[src/rtl/hex_display_ctrl.sv]
// Multi-digit 7-segment display controller: hex or decimal (double-dabble) display,
// leading-zero blanking, overflow dashes and blinking. Segment outputs are active-low.
module hex_display_ctrl #(
    parameter int NUM_DIGITS = 6,
    parameter int BLINK_DIV  = 25000000
) (
    input  logic                    clk,
    input  logic                    rst_n,
    input  logic                    load,
    input  logic [4*NUM_DIGITS-1:0] value,
    input  logic                    dec_mode,
    input  logic                    blank_lz,
    input  logic                    blink_en,
    output logic                    busy,
    output logic                    overflow,
    output logic [7*NUM_DIGITS-1:0] hex_out
);

    localparam int VW = 4 * NUM_DIGITS;
    localparam int SW = 7 * NUM_DIGITS;
    localparam int CW = $clog2(VW);
    localparam int BW = $clog2(BLINK_DIV);
    localparam logic [CW-1:0] CNT_LAST   = CW'(VW - 1);
    localparam logic [BW-1:0] BLINK_LAST = BW'(BLINK_DIV - 1);
    localparam logic [6:0]    SEG_DASH   = 7'b0111111;
    localparam logic [6:0]    SEG_BLANK  = 7'b1111111;

    typedef enum logic [1:0] {IDLE, CONVERT, COMMIT} state_t;

    state_t          state_reg, state_next;
    logic [VW-1:0]   bin_reg, bin_next;
    logic [VW-1:0]   bcd_reg, bcd_next;
    logic [VW-1:0]   bcd_adj, bcd_shift;
    logic [CW-1:0]   cnt_reg, cnt_next;
    logic            ovf_acc_reg, ovf_acc_next;
    logic            overflow_reg, overflow_next;
    // Per-digit code: bit 4 marks the dash glyph, bits 3:0 hold the nibble.
    logic [4:0]      digit_reg  [NUM_DIGITS];
    logic [4:0]      digit_next [NUM_DIGITS];
    logic [BW-1:0]   blink_cnt_reg;
    logic            phase_reg;
    logic [SW-1:0]   glyph_all;
    logic [SW-1:0]   hex_out_reg;
    logic [NUM_DIGITS:0] zero_above;

    function automatic logic [6:0] seg7(input logic [3:0] d);
        logic [6:0] s;
        case (d)
            4'h0: s = 7'b1000000;
            4'h1: s = 7'b1111001;
            4'h2: s = 7'b0100100;
            4'h3: s = 7'b0110000;
            4'h4: s = 7'b0011001;
            4'h5: s = 7'b0010010;
            4'h6: s = 7'b0000010;
            4'h7: s = 7'b1111000;
            4'h8: s = 7'b0000000;
            4'h9: s = 7'b0011000;
            4'hA: s = 7'b0001000;
            4'hB: s = 7'b0000011;
            4'hC: s = 7'b1000110;
            4'hD: s = 7'b0100001;
            4'hE: s = 7'b0000110;
            default: s = 7'b0001110;
        endcase
        return s;
    endfunction

    // Add-3 correction on every BCD digit before the shift.
    genvar gi;
    generate
        for (gi = 0; gi < NUM_DIGITS; gi++) begin : g_adj
            assign bcd_adj[4*gi +: 4] = (bcd_reg[4*gi +: 4] >= 4'd5) ?
                                        bcd_reg[4*gi +: 4] + 4'd3 : bcd_reg[4*gi +: 4];
        end
    endgenerate

    assign bcd_shift = {bcd_adj[VW-2:0], bin_reg[VW-1]};

    always_comb begin
        state_next    = state_reg;
        bin_next      = bin_reg;
        bcd_next      = bcd_reg;
        cnt_next      = cnt_reg;
        ovf_acc_next  = ovf_acc_reg;
        overflow_next = overflow_reg;
        for (int i = 0; i < NUM_DIGITS; i++) begin
            digit_next[i] = digit_reg[i];
        end
        case (state_reg)
            IDLE: begin
                if (load) begin
                    if (dec_mode) begin
                        bin_next     = value;
                        bcd_next     = '0;
                        cnt_next     = '0;
                        ovf_acc_next = 1'b0;
                        state_next   = CONVERT;
                    end else begin
                        for (int i = 0; i < NUM_DIGITS; i++) begin
                            digit_next[i] = {1'b0, value[4*i +: 4]};
                        end
                        overflow_next = 1'b0;
                    end
                end
            end
            CONVERT: begin
                bin_next     = bin_reg << 1;
                bcd_next     = bcd_shift;
                ovf_acc_next = ovf_acc_reg | bcd_adj[VW-1];
                cnt_next     = cnt_reg + CW'(1);
                if (cnt_reg == CNT_LAST) begin
                    state_next = COMMIT;
                end
            end
            COMMIT: begin
                for (int i = 0; i < NUM_DIGITS; i++) begin
                    digit_next[i] = ovf_acc_reg ? 5'b10000 : {1'b0, bcd_reg[4*i +: 4]};
                end
                overflow_next = ovf_acc_reg;
                state_next    = IDLE;
            end
            default: state_next = IDLE;
        endcase
    end

    always_ff @(posedge clk or negedge rst_n) begin
        if (!rst_n) begin
            state_reg    <= IDLE;
            bin_reg      <= '0;
            bcd_reg      <= '0;
            cnt_reg      <= '0;
            ovf_acc_reg  <= 1'b0;
            overflow_reg <= 1'b0;
            for (int i = 0; i < NUM_DIGITS; i++) begin
                digit_reg[i] <= '0;
            end
        end else begin
            state_reg    <= state_next;
            bin_reg      <= bin_next;
            bcd_reg      <= bcd_next;
            cnt_reg      <= cnt_next;
            ovf_acc_reg  <= ovf_acc_next;
            overflow_reg <= overflow_next;
            for (int i = 0; i < NUM_DIGITS; i++) begin
                digit_reg[i] <= digit_next[i];
            end
        end
    end

    // zero_above[k]: digit k and every digit above it are plain zeros.
    always_comb begin
        zero_above[NUM_DIGITS] = 1'b1;
        for (int i = NUM_DIGITS - 1; i >= 0; i--) begin
            zero_above[i] = zero_above[i+1] && (digit_reg[i] == 5'd0);
        end
    end

    generate
        for (gi = 0; gi < NUM_DIGITS; gi++) begin : g_glyph
            if (gi == 0) begin : g_lsd
                assign glyph_all[6:0] = digit_reg[0][4] ? SEG_DASH : seg7(digit_reg[0][3:0]);
            end else begin : g_upper
                assign glyph_all[7*gi +: 7] = digit_reg[gi][4] ? SEG_DASH :
                                              (blank_lz && zero_above[gi]) ? SEG_BLANK :
                                              seg7(digit_reg[gi][3:0]);
            end
        end
    endgenerate

    always_ff @(posedge clk or negedge rst_n) begin
        if (!rst_n) begin
            blink_cnt_reg <= '0;
            phase_reg     <= 1'b0;
            hex_out_reg   <= '1;
        end else begin
            if (blink_cnt_reg == BLINK_LAST) begin
                blink_cnt_reg <= '0;
                phase_reg     <= ~phase_reg;
            end else begin
                blink_cnt_reg <= blink_cnt_reg + BW'(1);
            end
            hex_out_reg <= (blink_en && phase_reg) ? '1 : glyph_all;
        end
    end

    assign busy     = (state_reg == CONVERT);
    assign overflow = overflow_reg;
    assign hex_out  = hex_out_reg;

endmodule

[config.mk]
export PLATFORM = sky130hd
export DESIGN_NAME = hex_display_ctrl
export DESIGN_NICKNAME = d
export VERILOG_FILES = /design/src/rtl/hex_display_ctrl.sv
export SDC_FILE = /design/constraint.sdc
export NUM_CORES = 1
export LEC_CHECK = 0
export CAP_MARGIN = 20
export CORE_UTILIZATION = 60
export DETAILED_ROUTE_END_ITERATION = 6
export GPL_TIMING_DRIVEN = 0
export PLACE_DENSITY = 0.83
export SYNTH_ARGS = -nofsm -noshare
export SYNTH_HDL_FRONTEND = slang
export SYNTH_SLANG_ARGS = --single-unit
[constraint.sdc]
create_clock -name clk -period 2.84 [get_ports clk]
set_input_delay 0.568 -clock clk [delete_from_list [all_inputs] [get_ports clk]]
set_output_delay 0.568 -clock clk [all_outputs]
set_load 0.03 [all_outputs]
==> key figures <==
Clock tree
  – H-tree level count: 4
  – Sink Count: 149
  – CTS Buf Count: 17
  – Setup bufs post-CTS: 0
  – Clk buf depth: 2
  – Clock slew at reported path FFs: 0.06 ns
  – Clock root buffer: clkbuf_16
  – CTS tree: yes
  – Later-pin clock latency in the skew report: 0.43 ns

Synthesis
  – Predominant post-synthesis flop cell: dfrtp_1
  – Simple-gate share of the synthesized area: 0.149
  – Mapped Cells: 782
  – Adder-cell area share of the yosys netlist: 0.0629
  – Post-Syn Area per Cell: 9.92 um^2
  – Synth cell types: 56
  – #FFs+latches synth: 149
  – Largest family of logic cells by synthesized area: compound AO/OA/AOI/OAI gates
  – Post-synth net total: 851
  – FFs w/ async S/R, synth: 1.00
  – Post-synthesis mux area share: 0.0169
  – Post-synthesis sequential area ratio: 0.487
  – Compound-Gate Fraction of Synth Area: 0.195
  – Synth Area in XOR/XNOR: 0.0372
  – Synth warnings: 0
  – Mapped cell area: 0.00776 mm^2
  – EDFF count, synth: 0

Global routing
  – Total global routing overflow: 0
  – Grt met2 use: 0.496
  – Initial antenna violation count: 0
  – Grt met1 use: 0.379
  – Global-route track usage on met3: 0.0727
  – Vias in the first global route: 6379
  – All-Layer GR Usage: 0.302
  – Busiest metal layer after global routing: met2
  – First-pass GRT wire length: 31.0 mm
  – Largest net degree at the start of global routing: 82

Power and ir drop
  – Pwr dens: 1220 mW/mm^2
  – Leak pwr: 0.00405 uW
  – Peak supply drop: 0.754 mV

Drt
  – Routed Antenna Nets: 0
  – Final wirelength: 18.9 mm
  – Drt pass-1 iters: 7
  – Drt first-iter violations: 588
  – DRC viols: 1
  – Drt wl/cell: 17.9 um
  – Mean number of vias per cell: 6.22
  – Via count: 6578

Die
  – IO Count: 74
  – Row count: 41
  – Core ar.: 0.0126 mm^2
  – Die area: 0.0134 mm^2
  – Die X: 116 um
  – Starting Density: 0.615
  – Die height: 116 um

STA
  – Final Hold Vio Count: 0
  – Slew Viols, Final: 0
  – Setup TNS: 0 ns
  – Setup violators final: 0
  – Final WS setup: 0.144 ns
  – Max Freq: 371 MHz
  – Final worst path period share: 0.949
  – Clock Skew: 0.00753 ns
  – RSZ-0062 raised after global routing: no
  – Slew HR: 0.493
  – Worst-margin pin slew: 0.755 ns
  – Minimum clock period: 2.70 ns

Worst setup path
  – Worst Path Required: 2.27 ns
  – Setup Crit Path Kind: flip-flop to output pin
  – Crit path from: state_reg[1]$_DFFE_PN0P_
  – Worst path arrival time: 2.13 ns
  – Start of the worst register-to-register path: blink_cnt_reg[0]$_DFF_PN0_
  – Setup crit end kind: output pin
  – CP Max Fanout: 12
  – Crit start category: flip-flop

Outcome
  – Failing checks: DRC
  – Status: finished, violations left

Layout
  – Commonest non-fill, non-tap cells in the layout: dfrtp_1 (107), clkdlybuf4s50_1 (71), inv_1 (61), a21oi_1 (61), nand2_1 (55)
  – Area Growth Syn to Fin: 19.6%
  – N_diodes: 0
  – Final nets: 942
  – Layout cell share with drive strength beyond 1: 0.0948
  – Fillers: 892
  – Most common cell after layout, fill and taps aside: dfrtp_1
  – Design area: 0.00928 mm^2
  – Largest register FFs: 42
  – Finished Layout Cells: 1058

Placed design
  – Routability congestion estimate: 0.902
  – Area after DPL: 0.00873 mm^2
  – Worst slack, placed: -0.426 ns
  – Post-Place Cells: 1028
  – Buffers added on ports: 73
  – Detailed-placement wirelength estimate: 13.6 mm

Job
  – Max Cap Violations: 0

Min path
  – Worst Hold Class: primary input to asynchronous set/reset pin
## power by group
group,total [uW],switching [uW],internal (uW)
Sequential,3780,582,3200
Clock,2120,849,1270
Combinational,5450,3290,2160
## cells by family after synthesis
| kind of cell | after synthesis |
|---|---|
| multiplexers | 13 |
| XOR/XNOR | 33 |
| AO/OA/AOI/OAI | 223 |
| flip-flops | 149 |
| AND/OR/NAND/NOR | 217 |
| buffers and inverters | 108 |
| adder cells (fa/ha/maj) | 39 |
## worst max-delay path, stage by stage (launching register included)
cell	delay, ns
dfrtp_1	0.48
nand2b_1	0.20
clkbuf_1	0.19
inv_2	0.23
clkbuf_2	0.33
clkbuf_2	0.26
## layout make-up
type	count	area, um^2	share of cell area
repair buffers	74	754	0.0813
plain buffers	44	168	0.0181
well taps	172	215	0.0232
inverters	62	233	0.0251
clock buffers	24	482	0.0519
flip-flops and latches	149	3780	0.407
clock inverters	8	75.1	0.00809
multi-input cells	525	3570	0.385
## worst paths after layout
path	to	cells past startpoint	slack [ns]
setup / recovery	busy	5	0.14
hold / removal	blink_cnt_reg[18]$_DFF_PN0_	1	0.15
setup reg to reg	blink_cnt_reg[13]$_DFF_PN0_	6	0.60
hold reg to reg	bin_reg[20]$_DFFE_PN0P_	2	0.49
max in group asynchronous	hex_out[27]$_DFF_PN1_	2	1.93
min in group clk	bin_reg[20]$_DFFE_PN0P_	2	0.49
## per-stage QoR
stage          total power, uW   util  hold WS, ns
2_1_floorplan             7490      -        0.272
3_3_place_gp              8830  0.690        0.468
3_5_place_dp              9140  0.692        0.478
4_1_cts                  11300  0.736        0.159
5_1_grt                  12100  0.735        0.197
6_report                 11400  0.735        0.146
## timing repair
item | in CTS | in global routing
endpoints found under the setup margin | 1 | 1
pin swaps | 0 | 0
hold buffers | 0 | 0
gates resized for setup | 4 | 1
gates cloned | 0 | 0
## layer usage
layer | part of all wire | up-vias
met1 | 0.41 | 3221
met4 | 0.032 | 0
met3 | 0.063 | 59
met5 | 0 | -
met2 | 0.49 | 272
li1 | - | 3026
## cells in the mapped netlist, types with 5 or more instances
library cell	count	area (um^2)
dfrtp_1	107	2680
inv_1	62	233
a21oi_1	61	305
nand2_1	55	206
clkbuf_1	44	165
dfstp_2	42	1100
ha_1	39	488
nor2_1	36	135
o21ai_0	36	180
a211oi_1	24	180
nor3_1	22	110
o211ai_1	22	165
nand3_1	21	105
a222oi_1	19	190
xnor2_1	18	158
nand2b_1	15	93.8
nor3b_1	15	113
xor2_1	15	131
mux2i_1	12	120
o311ai_0	11	96.3
a22o_1	8	70.1
or3_1	8	50.1
nand4_1	7	43.8
nor4_1	7	43.8
a31oi_1	6	37.5
o22ai_1	6	37.5
a32o_1	5	50.1
and3_1	5	31.3
nor2b_1	5	31.3
o31ai_1	5	37.5
o32ai_1	5	43.8
Note: power is estimated with default switching activity, not from simulation.
